### src/rtl/add_nbit_seq.sv
// Multi-cycle WIDTH-bit adder/subtractor: CHUNK bits per clock with a registered inter-chunk carry.
// Optional signed saturation of the result on overflow when ADD_SAT_EN is defined.
module add_nbit_seq #(
  parameter int WIDTH = 16,
  parameter int CHUNK = 4
) (
  input  logic             CLK,
  input  logic             RST_N,
  input  logic             START,
  input  logic             SUB,
  input  logic [WIDTH-1:0] X,
  input  logic [WIDTH-1:0] Y,
  input  logic             C_IN,
  output logic             BUSY,
  output logic             DONE,
  output logic [WIDTH-1:0] Z,
  output logic             C_OUT,
  output logic             OVF
);

  localparam int NCHUNK = WIDTH / CHUNK;
  localparam int CNT_W  = (NCHUNK > 1) ? $clog2(NCHUNK) : 1;
  localparam logic [CNT_W-1:0] CNT_LAST = CNT_W'(NCHUNK - 1);
  localparam logic [WIDTH-1:0] LOW_MASK = WIDTH'({CHUNK{1'b1}});
`ifdef ADD_SAT_EN
  localparam logic [WIDTH-1:0] SAT_NEG = WIDTH'(1'b1) << (WIDTH - 1);
  localparam logic [WIDTH-1:0] SAT_POS = ~SAT_NEG;
`endif

  typedef enum logic [1:0] {
    S_IDLE = 2'd0,
    S_RUN  = 2'd1,
    S_DONE = 2'd2
  } state_e;

  state_e             state_q, state_d;
  logic [WIDTH-1:0]   a_q, a_d;
  logic [WIDTH-1:0]   b_q, b_d;
  logic               carry_q, carry_d;
  logic [CNT_W-1:0]   cnt_q, cnt_d;
  logic [WIDTH-1:0]   z_q, z_d;
  logic               cout_q, cout_d;
  logic               ovf_q, ovf_d;
  logic               busy_q, busy_d;
  logic               done_q, done_d;
`ifdef ADD_SAT_EN
  logic               a_msb_q, a_msb_d;
`endif

  logic [CHUNK-1:0]   a_ch_s;
  logic [CHUNK-1:0]   b_ch_s;
  logic [CHUNK:0]     sum_s;
  logic               msb_cin_s;
  logic               ovf_s;
  logic [31:0]        sh_s;
  logic [WIDTH-1:0]   ins_s;
  logic [WIDTH-1:0]   z_run_s;

  // Chunk adder: operands are shifted down so the active chunk is always the low CHUNK bits.
  always_comb begin
    a_ch_s    = a_q[CHUNK-1:0];
    b_ch_s    = b_q[CHUNK-1:0];
    sum_s     = {1'b0, a_ch_s} + {1'b0, b_ch_s} + {{CHUNK{1'b0}}, carry_q};
    // Carry into the chunk MSB recovered from its sum bit and operand bits.
    msb_cin_s = sum_s[CHUNK-1] ^ a_ch_s[CHUNK-1] ^ b_ch_s[CHUNK-1];
    ovf_s     = msb_cin_s ^ sum_s[CHUNK];
    sh_s      = 32'(cnt_q) * 32'(CHUNK);
    ins_s     = WIDTH'(sum_s[CHUNK-1:0]);
    z_run_s   = (z_q & ~(LOW_MASK << sh_s)) | (ins_s << sh_s);
  end

  // Next-state and datapath update for the IDLE/RUN/DONE sequencer.
  always_comb begin
    state_d = state_q;
    a_d     = a_q;
    b_d     = b_q;
    carry_d = carry_q;
    cnt_d   = cnt_q;
    z_d     = z_q;
    cout_d  = cout_q;
    ovf_d   = ovf_q;
    busy_d  = busy_q;
    done_d  = 1'b0;
`ifdef ADD_SAT_EN
    a_msb_d = a_msb_q;
`endif
    case (state_q)
      S_IDLE, S_DONE: begin
        if (START) begin
          a_d     = X;
          b_d     = Y ^ {WIDTH{SUB}};
          carry_d = C_IN ^ SUB;
          cnt_d   = {CNT_W{1'b0}};
`ifdef ADD_SAT_EN
          a_msb_d = X[WIDTH-1];
`endif
          state_d = S_RUN;
          busy_d  = 1'b1;
        end else begin
          state_d = S_IDLE;
          busy_d  = 1'b0;
        end
      end
      S_RUN: begin
        a_d     = a_q >> CHUNK;
        b_d     = b_q >> CHUNK;
        carry_d = sum_s[CHUNK];
        z_d     = z_run_s;
        if (cnt_q == CNT_LAST) begin
          cnt_d   = {CNT_W{1'b0}};
          state_d = S_DONE;
          busy_d  = 1'b0;
          done_d  = 1'b1;
          cout_d  = sum_s[CHUNK];
          ovf_d   = ovf_s;
`ifdef ADD_SAT_EN
          if (ovf_s) begin
            z_d = a_msb_q ? SAT_NEG : SAT_POS;
          end else begin
            z_d = z_run_s;
          end
`endif
        end else begin
          cnt_d   = cnt_q + CNT_W'(1'b1);
          state_d = S_RUN;
          busy_d  = 1'b1;
        end
      end
      default: begin
        state_d = S_IDLE;
        busy_d  = 1'b0;
        cnt_d   = {CNT_W{1'b0}};
      end
    endcase
  end

  // State and output registers with asynchronous active-low reset.
  always_ff @(posedge CLK or negedge RST_N) begin
    if (!RST_N) begin
      state_q <= S_IDLE;
      a_q     <= {WIDTH{1'b0}};
      b_q     <= {WIDTH{1'b0}};
      carry_q <= 1'b0;
      cnt_q   <= {CNT_W{1'b0}};
      z_q     <= {WIDTH{1'b0}};
      cout_q  <= 1'b0;
      ovf_q   <= 1'b0;
      busy_q  <= 1'b0;
      done_q  <= 1'b0;
`ifdef ADD_SAT_EN
      a_msb_q <= 1'b0;
`endif
    end else begin
      state_q <= state_d;
      a_q     <= a_d;
      b_q     <= b_d;
      carry_q <= carry_d;
      cnt_q   <= cnt_d;
      z_q     <= z_d;
      cout_q  <= cout_d;
      ovf_q   <= ovf_d;
      busy_q  <= busy_d;
      done_q  <= done_d;
`ifdef ADD_SAT_EN
      a_msb_q <= a_msb_d;
`endif
    end
  end

  assign BUSY  = busy_q;
  assign DONE  = done_q;
  assign Z     = z_q;
  assign C_OUT = cout_q;
  assign OVF   = ovf_q;

endmodule

### config.mk
export PLATFORM = sky130hd
export DESIGN_NAME = add_nbit_seq
export DESIGN_NICKNAME = d
export VERILOG_FILES = /design/src/rtl/add_nbit_seq.sv
export SDC_FILE = /design/constraint.sdc
export NUM_CORES = 1
export LEC_CHECK = 0
export ABC_AREA = 1
export CORE_MARGIN = 2
export CORE_UTILIZATION = 51
export CTS_CLUSTER_SIZE = 14
export DETAILED_ROUTE_END_ITERATION = 7
export MAX_ROUTING_LAYER = met4
export PLACE_DENSITY = 0.77
export SLEW_MARGIN = 25
export SYNTH_ARGS = -nofsm -noshare
export SYNTH_HDL_FRONTEND = slang
export SYNTH_SLANG_ARGS = --single-unit
export TNS_END_PERCENT = 10
### constraint.sdc
create_clock -name CLK -period 2.8 [get_ports CLK]
set_clock_uncertainty 0.15 [all_clocks]
set_input_delay 0.7 -clock CLK [delete_from_list [all_inputs] [get_ports CLK]]
set_output_delay 0.7 -clock CLK [all_outputs]
set_load 0.05 [all_outputs]
* Yosys cells after proc, flatten, opt, wreduce, memory -nomap -nowiden
Index checks and enable logic that the tools add are counted.
** Operators by class
- Add/sub/neg operators :: 3
- Multipliers :: 0
- Divide/modulo/power cells :: 0
- $lt $le $gt $ge :: 0
- Eq/ne operators :: 4
- Shift operators :: 2
- Muxes and demuxes :: 17
- Bitwise operators :: 8
- Reduce and logical (&&, ||, !) cells :: 5
** Operator list (number)
- one-hot mux 16 bit (2 select lines) :: 2
- two-way mux 16 bit :: 2
- AND 16 bit :: 1
- NOT 16 bit :: 1
- OR 16 bit :: 1
- left shift 4 x 4 -> 16 bit :: 1
- left shift 4 x 4 -> 16 bit (first input constant) :: 1
- XOR 16 bit :: 1
- one-hot mux 2 bit (2 select lines) :: 2
- two-way mux 1 bit :: 6
- two-way mux 2 bit :: 3
- adder 4 x 4 -> 5 bit :: 1
- adder 5 x 1 -> 5 bit :: 1
- equality test 2 bit (second input constant) :: 2
- one-hot mux 1 bit (2 select lines) :: 2
- AND reduction 2 bit :: 2
- XOR 1 bit :: 4
- adder 2 x 1 -> 2 bit (second input constant) :: 1
- equality test 2 x 1 -> 1 bit (second input constant) :: 1
- logical NOT 2 bit :: 1
- inequality test 2 bit (second input constant) :: 1
- nonzero test 2 bit :: 1
- OR reduction 2 bit :: 1
** Storage, ports and cells
- Bits in registers :: 57
- Bits in latches :: 0
- Bits in writable memories :: 0
- ROM bits :: 0
- Input bits :: 37
- Output and inout bits :: 20
- Logic and storage cells :: 49
- Memories :: 0

* Logic depth before layout (Yosys ltp)
- Depth after elaboration :: 5
- Mapped depth :: 9
- Gate-level depth less buffers :: 9

* Least setup slack after synthesis
Ideal clock, no wire load.
- Kind :: reg-to-reg
- From :: register a_q[0]
- To :: register ovf_q (netlist: OVF)
- Setup time :: 0.066 ns
- Arrival :: 1.699 ns
- Data required time :: 2.584 ns
- Setup slack :: 0.885 ns
- Cell stages (with the launch flop) :: 10
- Path buffers :: 0
- Period minus slack after synthesis :: 1.915 ns
- Path through :: dfrtp_1 > fa_1 > fa_1 > nand3_1 > nand2_1 > nand2_1 > nand2_1 > nand2_1 > nand3_1 > nand2_1
** Between the ends
- Word-level cells in the longest chain between the ends :: 5
** RTL lines
- from (decl) :: RTL line 37 : logic [WIDTH-1:0] a_q, a_d;
- from (signal assigned) :: RTL line 141 : a_q <= {WIDTH{1'b0}};
- adder 4 x 4 -> 5 bit (*) :: RTL line 63 : sum_s = {1'b0, a_ch_s} + {1'b0, b_ch_s} + {{CHUNK{1'b0}}, carry_q};
- adder 5 x 1 -> 5 bit (*) :: RTL line 63
- XOR 1 bit (2 in series) :: RTL line 65 : msb_cin_s = sum_s[CHUNK-1] ^ a_ch_s[CHUNK-1] ^ b_ch_s[CHUNK-1];
- XOR 1 bit (*) :: RTL line 66 : ovf_s = msb_cin_s ^ sum_s[CHUNK];
- to (signal assigned) :: RTL line 161 : ovf_q <= ovf_d;
- to (decl) :: RTL line 43 : logic ovf_q, ovf_d;
Mark *: on every way between the ends. The rest lies on a longest branch, timed or not.
A chain may end at the register's enable or synchronous reset.

* Worst setup path after layout
- From :: register done_q (netlist: DONE)
- To :: output port DONE
** RTL lines
- from (decl) :: RTL line 45 : logic done_q, done_d;
- from (signal assigned) :: RTL line 163 : done_q <= done_d;
- to (decl) :: RTL line 15 : output logic DONE,
No word-level cell between the ends.

==> impl_results.md <==
- Initial DRC Count: slightly above 90
- Post-CTS sizing: 0
- Clock root cell: clkbuf_8
- Final ANT Viol Nets: 0
- Core area: between 0.005 and 0.006 mm2
- Net count after synthesis: roughly 340
- Layout cells sized above 1: 6.29%
- Via count of the first global-routing pass: 2174
- Post-Syn Area per Cell: between 9 and 10 um2
- Yosys cell types: 26
- Post-Synth XOR/XNOR Area: about 5.2%
- ANT cells: 0
- Initial antenna violation count: 0
- Compound-cell area share of the yosys netlist: a little over an eighth
- HPWL after detailed placement: 4140 um
- Post-CTS setup buffer count: 0
- First-pass GRT wire length: between 9000 and 10000 um
- Die Ht: approximately 77 um
- Crit path kind: reg2out
- Slowest cell on the critical path: clkdlybuf4s50_1
- RSZ-0062 raised after global routing: false
- Synth area leader: dfrtp_1
- Area contributors post-synth: dfrtp_1, nand2_1, xnor2_1, o21ai_0, ha_1
- Metal1 wirelength: about 2400 um
- Avg WL per Cell: ~13 um
- Setup Viol. Count Final: 0
- Worst setup EP type: primary output
- Tmin final: around 2400 ps
- Largest net degree at the start of global routing: 39
- Most frequent cell after synthesis: nand2_1
- Post-route cell area: roughly 0.0034 mm2
- CTS tree: yes
- Met2 Wirelength: between 2000 and 3000 um
- Final cell count without fillers: 420
- Worst-margin pin slew: ~810 ps
- Final Hold Violating Endpoints: 0
- WP data required: between 1500 and 2000 ps
- Clk_lat worst skew: between 300 and 400 ps
- Remaining DRCs: 0
- Largest family of logic cells by synthesized area: simple AND/OR/NAND/NOR gates
- Max Cap Viol: 0
- Max incr delay on CP: between 800 and 900 ps
- Inserted Clock Buffers: 5
- Synth warn: 0
- Pins Over Slew Limit: 0
- Area Growth Syn to Fin: 25.6%
- Hold crit path type: in2async
- Met3 wire len: about 260 um
- PD cells: between 1000 and 1500 mW/mm2
- Final worst-path cycle share: 87.4%
- Placed cell areas: 0.00327 mm2
- Setup crit start kind: flip-flop
- Arrival time worst endpoint: between 1500 and 2000 ps
- Share of flip-flops with an asynchronous set or reset: 100%
- Buf+Inv Stages, Crit Path: 1
- Hold WS: 321 ps
- Mapped Area: between 0.002 and 0.003 mm2
- Adder-cell share of the synthesized area: 4.76%
- Number of synthesized flops with an enable pin: 0
- Final net count: between 300 and 400
- Gp weighted congestion: around 0.86
- Register area share after synthesis: between 50 and 60%
- Seq cells post-synth: 55
- Crit Path Max Fanout: 2
- Cells after DPL: 412
- IO Pins: 57
- Slew headroom: 46.2%
- Gr usage total: approximately a fifth
- Clock Pin Slew Worst Setup and Hold Paths: 90 ps
- Post-synthesis simple-gate area fraction: 18.6%
- Total wire length: ~5500 um
- Full die area: between 0.005 and 0.006 mm2
- Overall power: about 4.0 mW
- Setup WS post-layout: approximately 350 ps
- Post-synth top area share: 51.3%
- IO buf count: 56
- DRT Pass-1 Iters: 4
- H-tree levels: 2
- Final Util: 66.0%
- Mux contribution to synthesized area: 0%
- Max layer used: met4
- Overflow after GRT: 0
- Cts hold-fix bufs: 0
- Die Width: ~77 um
- Reg2Reg Setup Slack: around 670 ps
- Most frequent cells after synthesis: nand2_1, dfrtp_1, o21ai_0, inv_1, nand3_1
- Crit-path cells: clkdlybuf4s50_1
- Main synth FF type: dfrtp_1
- FP Rows: 26
- Starting Density: between 50 and 60%
- Pre-CTS WS: a little over 500 ps
- Setup Total Neg Slack: 0 ps
- Vias: roughly 2200
- Max VDD drop: 522 uV
- Max Root-Sink Buffers: 2
- CP delay by family, top: buffers and inverters
- DR vias/cell: about 5.2
- Status: completed
- Fill count: 450
- Mapped Cells: around 290
- Achievable Freq: around 0.4 GHz
- Leakage power: 1.52 nW
- CTS sink cnt: 55
==> routing by layer <==
| layer | vias to the layer above | GRT usage [%] |
|---|---|---|
| met3 | 8 | 4.15 |
| li1 | 1071 | - |
| met5 | - | - |
| met4 | 0 | 5.45 |
| met1 | 1047 | 25.0 |
| met2 | 64 | 35.9 |
==> where the power goes <==
group / internal, mW / switching (mW)
Sequential: 1.15 / 0.222
Clock: 0.226 / 0.245
Combinational: 0.746 / 1.46
==> registers in the layout (all words and copies together) (netlist names) <==
signal,count
C_OUT,1
DONE,1
carry_q,1
a_q,16
cnt_q,2
Z,16
state_q,1
b_q,16
OVF,1
==> worst register-to-register path, stage by stage (launching register included) <==
cell     delay, ps
dfrtp_1        430
fa_1           470
fa_1           420
nand3_1        130
nand2_1        130
nand2_1        100
nand2_1         50
nand2_1         50
nand3_1         90
nand2_1         70
==> final timing paths <==
path / start / endpoint / depth (start not counted)
min: RST_N / Z[9]$_DFFE_PN0P_ / 1
max: DONE$_DFF_PN0_ / DONE / 1
max in group asynchronous: RST_N / b_q[8]$_DFFE_PN0P_ / 2
min in group CLK: C_OUT$_DFFE_PN0P_ / C_OUT$_DFFE_PN0P_ / 2
max reg2reg: a_q[0]$_DFFE_PN0P_ / OVF$_DFFE_PN0P_ / 9
min reg2reg: C_OUT$_DFFE_PN0P_ / C_OUT$_DFFE_PN0P_ / 2
==> cells in the final DEF, fill, tap and decap left out <==
cell type        instances
nand2_1                 96
dfrtp_1                 55
clkdlybuf4s50_1         55
o21ai_0                 21
inv_1                   19
nand3_1                 17
xnor2_1                 15
o21ai_1                 14
o211ai_1                11
ha_1                     7
clkbuf_8                 7
inv_2                    5
a21oi_1                  4
o221ai_1                 4
buf_4                    4
a22o_1                   3
o22ai_1                  2
fa_1                     2
nor2_8                   1
nand2_2                  1
nor2_4                   1
xor2_1                   1
nand2_4                  1
o221ai_2                 1
nor2_1                   1
clkbuf_1                 1
buf_2                    1
==> kinds of logic (layout without fill, tap and decap cells) <==
logic type | after synthesis | count (layout)
DFF | 55 | 55
and+or+nand+nor | 118 | 118
buffers and inverters | 35 | 92
adders and majority gates | 9 | 9
xor gates and xnor gates | 16 | 16
AOI/OAI and AO/OA | 60 | 60
==> area by class of cell <==
class	count	area, um2	area share [%]
Sequential cell	55	1380	40.8
Multi-Input combinational cell	203	1130	33.6
Inverter	24	90.1	2.67
Clock buffer	8	100	2.97
Tap cell	70	87.6	2.60
Timing Repair Buffer	60	586	17.4
Power figures use the tool's default switching activity.
